`config.mk`:
```
export PLATFORM = sky130hd
export DESIGN_NAME = div_unit_flat
export DESIGN_NICKNAME = d
export VERILOG_FILES = /design/src/rtl/div_unit_if.sv /design/src/rtl/div_unit.sv /design/src/flat_wrapper.sv
export SDC_FILE = /design/constraint.sdc
export NUM_CORES = 1
export LEC_CHECK = 0
export ABC_AREA = 1
export ABC_CLOCK_PERIOD_IN_PS = 7270
export BUFFER_PORTS_ARGS = -buffer_cell sky130_fd_sc_hd__buf_2
export CAP_MARGIN = 20
export CORE_MARGIN = 10
export CORE_UTILIZATION = 45
export DETAILED_ROUTE_END_ITERATION = 6
export GPL_TIMING_DRIVEN = 0
export PLACE_DENSITY = 0.68
export SYNTH_ARGS = -nofsm -noshare
export SYNTH_HDL_FRONTEND = slang
export SYNTH_SLANG_ARGS = --single-unit
```
`constraint.sdc`:
```
create_clock -name clk -period 7.27 [get_ports clk]
set_clock_uncertainty 0.05 [all_clocks]
set_input_delay 1.0905 -clock clk [delete_from_list [all_inputs] [get_ports clk]]
set_output_delay 1.0905 -clock clk [all_outputs]
set_load 0.03 [all_outputs]
```
`src/rtl/div_unit_if.sv`:
```
// Divider request/result bundle between the execute-stage stall logic and div_unit.
// The master drives the request, and the slave (the divider) returns status and results.
interface div_unit_if #(
  parameter int SIZE = 31
);
  logic            start;
  logic            signed_op;
  logic [SIZE:0]   srca;
  logic [SIZE:0]   srcb;
  logic            busy;
  logic            done;
  logic            divzero;
  logic [SIZE:0]   quotient;
  logic [SIZE:0]   remainder;

  modport master (
    output start, signed_op, srca, srcb,
    input  busy, done, divzero, quotient, remainder
  );

  modport slave (
    input  start, signed_op, srca, srcb,
    output busy, done, divzero, quotient, remainder
  );
endinterface

```
`src/rtl/div_unit.sv`:
```
// div_unit: restoring shift-subtract DIV/DIVU, one quotient bit per clock; done SIZE+2 clocks after start (1 on divide-by-zero).
// Start is sampled only in IDLE and is ignored while busy; the pipeline stalls on busy, so there is no other backpressure.
module div_unit #(
  parameter int SIZE = 31
) (
  input  logic       clk,
  input  logic       reset,
  div_unit_if.slave  io
);

  localparam int W  = SIZE + 1;
  localparam int CW = (W > 1) ? $clog2(W) : 1;

  typedef enum logic [1:0] {IDLE, RUN, FIX} state_t;

  state_t          state, state_nxt;
  logic [SIZE:0]   rem, rem_nxt;
  logic [SIZE:0]   dvd, dvd_nxt;
  logic [SIZE:0]   dvs, dvs_nxt;
  logic [SIZE:0]   q_r, q_nxt;
  logic [SIZE:0]   r_r, r_nxt;
  logic            neg_q, neg_q_nxt;
  logic            neg_r, neg_r_nxt;
  logic            done_r, done_nxt;
  logic            dz_r, dz_nxt;
  logic [CW-1:0]   count, count_nxt;
  logic [SIZE+1:0] trial_sh, trial_diff;
  logic            a_neg, b_neg;

  always_ff @(posedge clk or posedge reset) begin
    if (reset) state <= IDLE;
    else       state <= state_nxt;
  end

  always_comb begin
    a_neg      = io.signed_op & io.srca[SIZE];
    b_neg      = io.signed_op & io.srcb[SIZE];
    // Remainder is always below the divisor, so the shifted value fits SIZE+2 bits.
    trial_sh   = {rem, dvd[SIZE]};
    trial_diff = trial_sh - {1'b0, dvs};

    state_nxt  = state;
    rem_nxt    = rem;
    dvd_nxt    = dvd;
    dvs_nxt    = dvs;
    q_nxt      = q_r;
    r_nxt      = r_r;
    neg_q_nxt  = neg_q;
    neg_r_nxt  = neg_r;
    done_nxt   = 1'b0;
    dz_nxt     = dz_r;
    count_nxt  = count;

    case (state)
      IDLE: begin
        if (io.start) begin
          neg_q_nxt = a_neg ^ b_neg;
          neg_r_nxt = a_neg;
          dvd_nxt   = a_neg ? -io.srca : io.srca;
          dvs_nxt   = b_neg ? -io.srcb : io.srcb;
          rem_nxt   = '0;
          count_nxt = '0;
          if (io.srcb == '0) begin
            done_nxt = 1'b1;
            dz_nxt   = 1'b1;
            q_nxt    = '1;
            r_nxt    = io.srca;
          end else begin
            state_nxt = RUN;
          end
        end
      end
      RUN: begin
        // dvd shifts out dividend bits at the top and collects quotient bits at the bottom.
        if (!trial_diff[SIZE+1]) begin
          rem_nxt = trial_diff[SIZE:0];
          dvd_nxt = {dvd[SIZE-1:0], 1'b1};
        end else begin
          rem_nxt = trial_sh[SIZE:0];
          dvd_nxt = {dvd[SIZE-1:0], 1'b0};
        end
        count_nxt = count + 1'b1;
        if (count == CW'(SIZE)) state_nxt = FIX;
      end
      FIX: begin
        q_nxt     = neg_q ? -dvd : dvd;
        r_nxt     = neg_r ? -rem : rem;
        done_nxt  = 1'b1;
        dz_nxt    = 1'b0;
        state_nxt = IDLE;
      end
      default: state_nxt = IDLE;
    endcase
  end

  always_ff @(posedge clk or posedge reset) begin
    if (reset) begin
      rem    <= '0;
      dvd    <= '0;
      dvs    <= '0;
      q_r    <= '0;
      r_r    <= '0;
      neg_q  <= 1'b0;
      neg_r  <= 1'b0;
      done_r <= 1'b0;
      dz_r   <= 1'b0;
      count  <= '0;
    end else begin
      rem    <= rem_nxt;
      dvd    <= dvd_nxt;
      dvs    <= dvs_nxt;
      q_r    <= q_nxt;
      r_r    <= r_nxt;
      neg_q  <= neg_q_nxt;
      neg_r  <= neg_r_nxt;
      done_r <= done_nxt;
      dz_r   <= dz_nxt;
      count  <= count_nxt;
    end
  end

  assign io.busy      = (state != IDLE);
  assign io.done      = done_r;
  assign io.divzero   = dz_r;
  assign io.quotient  = q_r;
  assign io.remainder = r_r;

endmodule

```
`src/flat_wrapper.sv`:
```
// flat-port wrapper written by rule: the top's interface ports become plain ports
module div_unit_flat 
#(
  parameter int SIZE = 31
)
  (clk, reset, io_start, io_signed_op, io_srca, io_srcb, io_busy, io_done, io_divzero, io_quotient, io_remainder);
  div_unit_if #(.SIZE(SIZE)) io_i ();
  input  logic clk;
  input  logic reset;
  input wire logic [$bits(io_i.start)-1:0] io_start;
  input wire logic [$bits(io_i.signed_op)-1:0] io_signed_op;
  input wire logic [$bits(io_i.srca)-1:0] io_srca;
  input wire logic [$bits(io_i.srcb)-1:0] io_srcb;
  output wire logic [$bits(io_i.busy)-1:0] io_busy;
  output wire logic [$bits(io_i.done)-1:0] io_done;
  output wire logic [$bits(io_i.divzero)-1:0] io_divzero;
  output wire logic [$bits(io_i.quotient)-1:0] io_quotient;
  output wire logic [$bits(io_i.remainder)-1:0] io_remainder;
  assign io_i.start = io_start;
  assign io_i.signed_op = io_signed_op;
  assign io_i.srca = io_srca;
  assign io_i.srcb = io_srcb;
  assign io_busy = io_i.busy;
  assign io_done = io_i.done;
  assign io_divzero = io_i.divzero;
  assign io_quotient = io_i.quotient;
  assign io_remainder = io_i.remainder;
  div_unit #(.SIZE(SIZE)) u_core (.clk(clk), .reset(reset), .io(io_i));
endmodule
```
Word level (Yosys, flattened, before mapping):

Cells that the tools add are included.

* bits in registers: 171
* bits in latches: 0
* memory bits (writable): 0
* ROM bits: 0
* input port bits: 68
* output and inout port bits: 67
* word-level logic and storage cells: 64
* memories kept: 0

* $add $sub $neg: 6
* multiply operators: 0
* div/mod/pow operators: 0
* order comparisons: 0
* equality and inequality tests: 7
* shifts and indexed selects: 0
* mux-type cells: 28
* bitwise logic cells: 3
* reductions and logical operators: 9

Operator list (count)
* 32-bit two-way mux: 11
* 32-bit one-hot mux with 2 select lines: 4
* 32-bit negator: 4
* 33-bit by 32-bit subtractor with 33-bit output: 1
* 32-bit zero test: 1
* 5-bit one-hot mux with 2 select lines: 1
* 2-bit two-way mux: 3
* 3-bit AND reduction: 2
* 2-bit nonzero test: 3
* 5-bit by 1-bit adder with 5-bit output (second input constant): 1
* 5-bit == test (second input constant): 1
* 1-bit two-way mux: 5
* 5-bit two-way mux: 1
* 2-bit by 1-bit != test with 1-bit output (second input constant): 2
* 2-bit != test (second input constant): 2
* 1-bit one-hot mux with 2 select lines: 2
* 2-bit one-hot mux with 2 select lines: 1
* 2-bit AND reduction: 2
* 1-bit bitwise AND: 2
* 2-bit by 1-bit == test with 1-bit output (second input constant): 1
* 2-bit == test (second input constant): 1
* 2-bit zero test: 1
* 1-bit bitwise XOR: 1

Logic depth before layout (Yosys ltp):

Gate-level depths: netlist of the first run.

* depth in word-level cells: 4
* mapped depth: 18
* gate-level depth less buffers: 17

Worst setup path after synthesis of the first run:

No wires, ideal clock.

* kind: input to register
* from: in io_srcb[0]
* to: reg u_core.r_r[1] (netlist: u_core.io.remainder[1])
* setup time: 127 ps
* arrival time: 2458 ps
* required time: 7093 ps
* slack: 4635 ps
* stages: 12
* buffers on the path: 2
* path through: inv_1 -> ha_1 -> nand3_2 -> or2_4 -> nor2_4 -> nand2_1 -> nor2_4 -> nand3_4 -> nand2_4 -> buf_6 -> buf_6 -> a31oi_1

* word-level cells in the longest chain between the ends: 3

Ends and longest elaborated chain
* from (decl): RTL line flat_wrapper.sv:13 `input wire logic [$bits(io_i.srcb)-1:0] io_srcb;`
* 32-bit zero test: RTL line div_unit.sv:63 `if (io.srcb == '0) begin`
* 2-bit by 1-bit != test with 1-bit output (no source line)
* 3-bit AND reduction (no source line)
* to (signal assigned): RTL line div_unit.sv:113 `r_r <= r_nxt;`
* to (decl): RTL line div_unit.sv:21 `logic [SIZE:0] r_r, r_nxt;`

No other way between the ends.
A chain may end at the register's enable or synchronous reset.

Worst setup path in the final report of the first run:

* from: in io_srcb[1]
* to: reg u_core.r_r[21] (netlist: u_core.io.remainder[21])

Same word-level chain as after synthesis.

==> impl_results.md, run 1 <==
* Outcome: finished clean
* Area grow syn2layout at 13.7%
* Slew HR at a little over two fifths
* Period Utilization, post-route at ~40%
* Vias per cell at approximately 5.4
* Die Ht at about 190 µm
* IO buf count at around 130
* Synth Flop Type: dfrtp_1
* Mapped Cells at about 2100
* Register share of total power at between 20% and 30%
* Routed length per instance at approximately 19 µm
* Vias at between 10000 and 15000
* Yosys cell types at between 40 and 50
* Min-delay src: u_core.dvs[19]
* Synth area leader: dfrtp_1
* Std-Cell Rows at 62
* Longest Clk Path Bufs at 2
* Net load switching power at ~4.2 mW
* Synth top area share at 32.4%
* Multi-input gate area at around 7500 µm²
* Initial Util at 45.8%
* Vias in the first global route at 13500
* Final setup viols at 0
* Clk network pwr share at between 10% and 20%
* Hold-fix buffers, CTS at 0
* Clk_lat worst skew at roughly 450 ps
* Worst Reg-to-Reg Cells at 16
* Top post-synthesis cells by area: dfrtp_1 (32%), nand2_1 (17%), nand3_1 (8.9%)
* CTS Buf Count at 17
* Router iterations before antenna repair at 6
* Largest net degree at the start of global routing at 89
* PostCTS Resize Cnt at 0
* Die Wd at around 190 µm
* Avg Cell Area, Syn at 6.38 µm²
* DRC at 0
* Ports at about 140
* Grt ovf at 0
* Share of the yosys chip area belonging to registers at between 30% and 40%
* Slew Limit Fails at 0
* Worst R2R Setup Slack at roughly 4400 ps
* Critical path class: in -> reg
* CP max FO at 4
* Power Total at 7.65 mW
* Worst vdd ir at slightly below 0.2 mV
* Hold crit path type: reg -> reg
* RD Place Congestion at between 1 and 1.5
* Ys Warns at 0
* Root buf cell: clkbuf_16
* Hold Crit Depth at 2
* Asr flop ratio synth at 100%
* Post-synth EDFFs at 0
* Crit path time final at roughly 2900 ps
* Dpl cell area at approximately 14000 µm²
* FF+latch area at between 4000 and 5000 µm²
* RSZ-0062 raised after global routing: false
* Area of the mapped netlist at 13200 µm²
* CP Capture Type: register
* Post CTS Setup Buffer Count at 0
* DP HPWL at between 30 and 40 mm
* Die area at approximately 37000 µm²
* Register bit total from synthesis at about 170
* WHS Endpoint: u_core.dvs[19]
* # diodes at 0
* Final hold slack at approximately 440 ps
* Synth cell count leaders: nand2_1 (612), inv_1 (299), nand3_1 (234)
* Clock transition at the registers of the reported paths at 80 ps
* Worst Setup Start Kind: input port
* Fin nets at around 2300
* Post-Syn Nets at 2177
* First-pass GRT wire length at roughly 76 mm
* Post-route cell area at around 15000 µm²
* Routed WL at approximately 49 mm
* Pwr dens at 509 nW/µm²
* Max_cap viols at 0
* CTS tree: built
* Initial antenna violation count at 0
* CP Data Required Time at 7600 ps
* Tightest Pin Transition at around 870 ps
* Worst R2R Start: u_core.dvd[31]
* Total GRT Usage at 26.4%
* DR iter-0 viols at ~1400
* Layout cell share with drive strength beyond 1 at a little under a tenth
* Crit path DAT at around 3200 ps
* Int Pwr at between 3 and 4 mW
* Clk sinks at between 150 and 200
* # fillers at between 3000 and 4000
* Sw frac at a little over half
* ANT nets after route at 0
* CTS H-tree depth at 4
* Reg2reg end: u_core.rem[20]
* Final hold viol count at 0
* Leak pwr at approximately 7.7 nW
* Fmax achieved at approximately 350 MHz
* Most numerous cell in the Yosys netlist: nand2_1
* Core area at around 29000 µm²
* Comb pwr share at a little over three fifths
-- sequential cells by signal, summed over array words and instances (netlist names) --
register	flops
u_core.io.remainder	32
u_core.neg_q	1
u_core.dvd	32
u_core.io.done	1
u_core.dvs	32
u_core.io.divzero	1
u_core.neg_r	1
u_core.rem	32
u_core.io.quotient	32
u_core.state	2
u_core.count	5
-- kinds of logic (layout without fill, tap and decap cells) --
family / Yosys count / after routing / share of synthesized area (%)
DFF: 171 / 171 / 32.4
xor gates and xnor gates: 52 / 52 / 3.45
buffers and inverters: 370 / 537 / 11.1
and+or+nand+nor: 1181 / 1181 / 38.1
AOI/OAI and AO/OA: 257 / 257 / 11.2
adders and majority gates: 39 / 39 / 3.75
-- final cells by class --
cell class                      instances  area share [%]
Clock buffer                           17            2.83
Multi-Input combinational cell       1529            49.8
Timing Repair Buffer                  135            4.65
Inverter                              305            7.67
Clock inverter                         15            1.30
Tap cell                              384            3.20
Sequential cell                       171            28.5
Buffer                                 65            2.11
-- power by group through the flow --
stage | logic [mW] | clock network [mW] | registers, mW
2_1_floorplan | 3.24 | 0 | 1.99
3_3_place_gp | 4.67 | 0 | 1.89
3_5_place_dp | 4.74 | 0 | 1.90
4_1_cts | 4.76 | 0.953 | 1.88
5_1_grt | 5.43 | 0.995 | 1.96
6_report | 4.79 | 0.949 | 1.90
-- critical path, stage by stage --
cell and delay [ps]:
buf_2 100, inv_1 100, ha_1 200, nand3_2 100
or2_4 260, nor2_1 240, nand3_1 210, nor3b_1 600
nand4_1 170, nand3_1 130
-- layer usage --
layer / GRT usage, % / up-vias / routed length, µm
met1: 35.5 / 6564 / 21400
met5: 0 / - / 0
met4: 12.0 / 0 / 2160
met2: 40.8 / 615 / 21100
met3: 4.17 / 87 / 4040
li1: - / 6993 / -
-- stage by stage --
step	worst slack, ps	TNS [ps]	instances	utilization, %
final	4380	0	2621	52.1
after global routing	4140	0	2621	52.1
after CTS	4400	0	2621	52.1
after detailed placement	3960	0	2589	49.9
after global placement	-519	-86020	2588	49.8
after floorplan	1500	0	2070	-
-- layout by cell type, fill, tap and decap left out, types with 6 or more instances in the layout --
cell,Yosys,routed
clkinv_8,0,7
o22ai_1,7,7
dfrtp_1,171,171
a22oi_1,24,24
buf_2,7,141
clkbuf_1,42,42
nor3_1,43,43
nand2_1,612,612
nand4_1,26,26
ha_1,38,38
xor2_1,37,37
o21a_1,7,7
a21oi_1,59,59
xnor2_1,15,15
o211ai_1,6,6
clkbuf_16,0,17
o21ai_0,107,107
o21bai_1,6,6
buf_6,6,6
inv_1,299,298
nor2_1,218,218
nand3_1,234,234
nand3b_1,18,18
a31oi_1,23,23
-- worst max path at each step --
stage,endpoint,start,slack [ps]
2_1_floorplan,u_core.count[0],reset,1500
5_1_grt,u_core.rem[20],u_core.dvd[31],4140
3_3_place_gp,u_core.dvs[19],reset,-520
6_report,u_core.io.remainder[21],io_srcb[1],4380
4_1_cts,u_core.io.remainder[21],io_srcb[0],4400
3_5_place_dp,u_core.io.remainder[21],io_srcb[0],3960
(Power assumes the default switching activity.)
==> inputs of run 2 (changes only) <==
--- a/config.mk
+++ b/config.mk
@@ -6,7 +6,7 @@
 export NUM_CORES = 1
 export LEC_CHECK = 0
 export ABC_AREA = 1
-export ABC_CLOCK_PERIOD_IN_PS = 7270
+export ABC_CLOCK_PERIOD_IN_PS = 2800
 export BUFFER_PORTS_ARGS = -buffer_cell sky130_fd_sc_hd__buf_2
 export CAP_MARGIN = 20
 export CORE_MARGIN = 10
==> constraint.sdc (replaced) <==
create_clock -name clk -period 2.8 [get_ports clk]
set_clock_uncertainty 0.05 [all_clocks]
set_input_delay 0.42 -clock clk [delete_from_list [all_inputs] [get_ports clk]]
set_output_delay 0.42 -clock clk [all_outputs]
set_load 0.03 [all_outputs]
==> run 2 against run 1 <==
  * The run now ends with design-rule violations left
  * Sequential power increased to 2.6 times the previous value
  * Total power increased to 2.7 times the previous value
  * Cell area increased by 1.0%
  * Worst setup slack got worse by 4300 ps
  * Critical path depth increased by 4
  * Utilization increased by 0.54 points
  * Global-route usage increased by 1.1 points
  * Sequential share of layout area decreased by 0.29 points
  * Via count increased by 1.6%
  * Sequential cell count unchanged
  * Register-to-register slack got worse by 4300 ps
  * Highest routed layer unchanged
==> impl_results.md, run 2 (synthesis results as in run 1) <==
* Longest Clk Path Bufs at 2 (unchanged)
* Dpl cell area at 14500 µm² (+0.39%)
* Clk_lat worst skew at 470 ps (+20 ps)
* Crit path cell chain: ha_1, nand2_1, nand2_1, nand2_1, nand2_1, inv_1, nand2_1, a21oi_2, nand3_2, nand2_2, buf_6, nand2_1, nand3_1, nand2_1
* Final setup viols at 0 (unchanged)
* CP Data Required Time at 3090 ps (-4510 ps)
* Slew Limit Fails at 0 (unchanged)
* Vias per cell at 5.51 (+1.4%)
* Final hold slack at 46.8 ps (-389 ps)
* Failing checks: design-rule violations
* Top cell by count, worst path: nand2_1
* Most frequent cells in the layout: nand2_1 (608), inv_1 (296), nand3_1 (232), nor2_1 (218), dfrtp_1 (170)
* Fin nets at 2337 (+0.26%)
* Ports at 135 (unchanged)
* Tightest Pin Transition at 911 ps (+37.3 ps)
* DP HPWL at 41.8 mm (+4.6%)
* Initial antenna violation count at 0 (unchanged)
* Clk sinks at 171 (unchanged)
* Period Utilization, post-route at ~96%
* Setup TNS Final at 0 ps (unchanged)
* Critical path class: reg -> reg
* Crit path DAT at 2980 ps (-240 ps)
* Worst Setup Start Kind: register
* Worst Reg-to-Reg Cells at 14 (-2)
* Slowest Stage Delay on Critical Path at 520 ps (-80 ps)
* Pre-CTS setup slack at -120 ps (-4080 ps)
* DR iter-0 viols at 1336 (-2.3%)
* Vias at 14500 (+1.6%)
* # diodes at 0 (unchanged)
* Commonest non-fill, non-tap cell in the layout: nand2_1
* Final hold viol count at 0 (unchanged)
* First-pass GRT wire length at 78.0 mm (+3.2%)
* Total GRT Usage at 27.5% (+1.1 points)
* Routed WL at 51.1 mm (+4.9%)
* CP max FO at 10 (+6)
* Post-route worst setup slack at 114 ps (-4260 ps)
* Vias in the first global route at 13500 (+0.16%)
* Die Ht at 191 µm (unchanged)
* Grt ovf at 0 (unchanged)
* Leak pwr at 7.81 nW (+0.90%)
* Max_cap viols at 0 (unchanged)
* Routed length per instance at 19.5 µm (+4.6%)
* Slew HR at 39.1% (-2.7 points)
* Final cell count without fillers at 2627 (+0.23%)
* Fmax achieved at about 370 MHz
* Root buf cell: clkbuf_16
* Dpl cells at 2592 (+0.12%)
* CP Capture Type: register
* Std-Cell Rows at 62 (unchanged)
* Pwr dens at 1340 nW/µm² (+160%)
* Router iterations before antenna repair at 7 (+1)
* Initial Util at 45.8% (unchanged)
* Post-layout util at 52.6% (+0.54 points)
* CTS tree: built
* Hold crit path type: in -> async
* ANT nets after route at 0 (unchanged)
* Clock transition at the registers of the reported paths at 90 ps (about the same)
* Outcome: complete, but fails checks
* DRC at 6 (+6)
* Post-route cell area at 15200 µm² (+1.0%)
* Largest net degree at the start of global routing at 43 (-52%)
* RD Place Congestion at 0.994 (-2.6%)
* Slowest CP cell: dfrtp_1
* Die area at 36600 µm² (unchanged)
* Crit path time final at approximately 2700 ps
* Area grow syn2layout at 14.9%
* CTS Buf Count at 17 (unchanged)
* Core area at 28900 µm² (unchanged)
* CTS H-tree depth at 4 (unchanged)
* Die Wd at 191 µm (unchanged)
* IO buf count at 134 (unchanged)
* Power Total at 20.4 mW (+170%)
* Worst vdd ir at 0.548 mV (+180%)
* Layout cell share with drive strength beyond 1 at 10.3% (+0.78 points)
[run 2: cell count changes in the layout (fill, tap and decap cells not counted), moves of 2 or more]
cell,delta
nand3_2,+2
nand2_4,+3
inv_6,-2
inv_1,-2
nand3_1,-2
buf_4,+4
inv_12,+2
inv_2,+2
nand2_1,-4
buf_12,+3
[run 2: final timing paths]
| path | slack [ps] | to | startpoint |
|---|---|---|---|
| hold / removal | 50 | u_core.io.remainder[4] | reset |
| hold reg to reg | 440 | u_core.dvs[25] | u_core.dvs[25] |
| max in group asynchronous | 1390 | u_core.dvs[0] | reset |
| setup reg to reg | 110 | u_core.rem[18] | u_core.rem[20] |
| setup / recovery | 110 | u_core.rem[18] | u_core.rem[20] |
| min in group clk | 190 | u_core.dvs[30] | io_srcb[30] |
[run 2: what timing repair did]
action / CTS / global route
hold buffers: 0 / 0
resized for setup: 5 / 11
setup endpoints to repair: 31 / 33
pin swaps: 0 / 3
buffers inserted: 1 / 2
[run 2: power by group]
| group | switching [mW] | total [mW] | leakage, nW | internal (mW) |
|---|---|---|---|---|
| sequential | 1.36 | 5.00 | 2.04 | 3.64 |
| combinational | 8.58 | 12.8 | 5.46 | 4.23 |
| clock | 1.33 | 2.59 | 0.312 | 1.26 |
[run 2: worst max-delay path: cells and delay by family (launching register included)]
family	cells	cell delay [ps]
AO/OA/AOI/OAI	1	350
adder cells (fa/ha/maj)	1	430
buffers and inverters	2	190
flip-flops	1	520
AND/OR/NAND/NOR	10	1010
[run 2: metal layers]
layer,global-route usage [%],routed length [µm]
met5,0,0
met4,12.2,2170
met3,4.61,4020
met2,42.4,22500
met1,37.1,22500
[run 2: layout make-up]
type | count | area (µm²)
clock buffer | 17 | 425
tap | 384 | 480
buffer | 65 | 319
inverter | 305 | 1150
fill | 3023 | 13700
timing repair buffer | 141 | 781
clock inverter | 15 | 225
multi-input combinational | 1529 | 7520
sequential | 171 | 4280
==> inputs of run 3 (changes only) <==
--- a/config.mk
+++ b/config.mk
@@ -7,13 +7,13 @@
 export LEC_CHECK = 0
 export ABC_AREA = 1
 export ABC_CLOCK_PERIOD_IN_PS = 2800
-export BUFFER_PORTS_ARGS = -buffer_cell sky130_fd_sc_hd__buf_2
 export CAP_MARGIN = 20
 export CORE_MARGIN = 10
-export CORE_UTILIZATION = 45
+export CORE_UTILIZATION = 50
 export DETAILED_ROUTE_END_ITERATION = 6
+export DONT_BUFFER_PORTS = 1
 export GPL_TIMING_DRIVEN = 0
-export PLACE_DENSITY = 0.68
+export PLACE_DENSITY = 0.69
 export SYNTH_ARGS = -nofsm -noshare
 export SYNTH_HDL_FRONTEND = slang
 export SYNTH_SLANG_ARGS = --single-unit
==> run 3 against run 2 <==
  * The flow now finishes without violations
  * Cell area down 5.3%
  * Total power decreased by 2.1%
  * Fmax increased by 0.67%
  * Critical path depth is 2 higher
  * Via count shrank 3.4%
  * Critical path type unchanged
==> impl_results.md, run 3 (synthesis results as in run 1) <==
* Outcome: finished clean
* Routed length per instance at 20.8 µm (+6.9%)
* Largest net degree at the start of global routing at 42 (-2.3%)
* ANT nets after route at 0 (unchanged)
* # diodes at 0 (unchanged)
* Post-route worst setup slack at 132 ps (+18.0 ps)
* Grt ovf at 0 (unchanged)
* Fmax achieved at 375 MHz (+0.67%)
* Total GRT Usage at 29.8% (+2.3 points)
* Worst vdd ir at 0.764 mV (+39%)
* Hold crit path type: in -> reg
* Initial Util at 50.7% (+4.9 points)
* Die area at 33300 µm² (-9.0%)
* CP Capture Type: register
* Initial antenna violation count at 0 (unchanged)
* Clk_lat worst skew at 440 ps (-30 ps)
* DP HPWL at 41.3 mm (-1.1%)
* Area grow syn2layout at 8.81%
* Clock transition at the registers of the reported paths at 80 ps (about the same)
* IO buf count at 0 (-100%)
* Setup TNS Final at 0 ps (unchanged)
* Post CTS Setup Buffer Count at 0 (-1)
* Hold Crit Depth at 2
* Die Ht at 183 µm (-4.6%)
* RD Place Congestion at 0.975 (-2.0%)
* Slew Limit Fails at 0 (unchanged)
* Final hold viol count at 0 (unchanged)
* Leak pwr at 7.24 nW (-7.4%)
* Router iterations before antenna repair at 5 (-2)
* Clk sinks at 171 (unchanged)
* First-pass GRT wire length at 77.0 mm (-1.2%)
* Vias at 14000 (-3.4%)
* Final hold slack at 83.5 ps (+36.7 ps)
* Std-Cell Rows at 59 (-4.8%)
* Pwr dens at 1390 nW/µm² (+3.3%)
* Slew HR at 39.4% (+0.33 points)
* Longest Clk Path Bufs at 2 (unchanged)
* Fin nets at 2201 (-5.8%)
* Core area at 26100 µm² (-9.7%)
* CTS Buf Count at 17 (unchanged)
* Pre-CTS setup slack at -83.1 ps (+37.0 ps)
* DRC at 0 (-6)
* Final setup viols at 0 (unchanged)
* Vias in the first global route at 13000 (-3.6%)
* Layout cell share with drive strength beyond 1 at 4.51% (-5.8 points)
* Commonest non-fill, non-tap cell in the layout: nand2_1
* Ports at 135 (unchanged)
* Most frequent cells in the layout: nand2_1 (610), inv_1 (296), nand3_1 (232), nor2_1 (218), dfrtp_1 (169)
* CP Data Required Time at 3070 ps (-20 ps)
* CP max FO at 10 (unchanged)
* Post-layout util at 55.2% (+2.6 points)
* Routed WL at 50.8 mm (-0.60%)
* Max_cap viols at 0 (unchanged)
* Tightest Pin Transition at 906 ps (-4.89 ps)
* DR iter-0 viols at 1598 (+20%)
* Root buf cell: clkbuf_16
* Worst Setup Start Kind: register
* Period Utilization, post-route at 95.3% (-0.64 points)
* Critical path class: reg -> reg
* Vias per cell at 5.73 (+3.9%)
* CTS H-tree depth at 4 (unchanged)
* Dpl cell area at 13700 µm² (-5.1%)
* Crit path DAT at 2940 ps (-40 ps)
* CTS tree: built
* Crit path time final at 2670 ps (-18.0 ps)
* Post-route cell area at 14400 µm² (-5.3%)
* Worst Reg-to-Reg Cells at 16 (+2)
* Die Wd at 183 µm (-4.6%)
[run 3: final cells by class]
type	count	area [µm²]
Sequential cell	171	4280
Buffer	65	319
Multi-Input combinational cell	1529	7500
Clock inverter	14	175
Clock buffer	18	439
Tap cell	335	419
Fill cell	2651	11700
Timing Repair Buffer	5	90.1
Inverter	305	1150
[run 3: critical path, stage by stage (launching register included)]
cell	delay, ps
dfrtp_1	420
inv_2	130
ha_2	210
fa_2	370
inv_2	90
nand2_1	50
nand2_1	110
nand3_1	100
nand2_2	110
nand2_1	70
nand2_1	90
nand2_2	90
nand3_2	170
buf_4	230
nand3_1	100
nand3_1	100
nand2_1	60
[run 3: power breakdown]
part | total, mW | internal, mW | switching (mW)
Sequential | 5.84 | 3.63 | 2.21
Clock | 2.54 | 1.31 | 1.23
Combinational | 11.6 | 3.91 | 7.68
Total | 20.0 | 8.85 | 11.1
[run 3: final timing paths]
check / startpoint / end / slack (ps)
hold / removal: io_srca[25] / u_core.io.remainder[25] / 80
setup / recovery: u_core.dvd[31] / u_core.rem[20] / 130
setup reg to reg: u_core.dvd[31] / u_core.rem[20] / 130
max in group asynchronous: reset / u_core.io.quotient[29] / 1350
hold reg to reg: u_core.dvs[14] / u_core.dvs[14] / 440
min in group asynchronous: reset / u_core.rem[3] / 500
[run 3: repair_timing]
item,4_1_cts,5_1_grt
endpoints found under the hold margin,24,0
hold buffers,1,0
resized for setup,3,11
setup endpoints to repair,24,34
[run 3: layer usage]
metal	vias up	GRT usage, %	share of wire [%]	wire, µm
met4	0	9.93	3.0	1550
met3	83	7.75	11	5450
met2	664	46.2	44	22500
met1	6530	39.4	42	21400
met5	-	0	0	0
li1	6711	-	-	-
[run 3: metrics by stage]
step	power [mW]	instances
CTS	19.6	2442
global route	21.7	2442
finish	20.0	2442
floorplan	13.6	2070
global placement	16.9	2405
detailed placement	17.1	2409
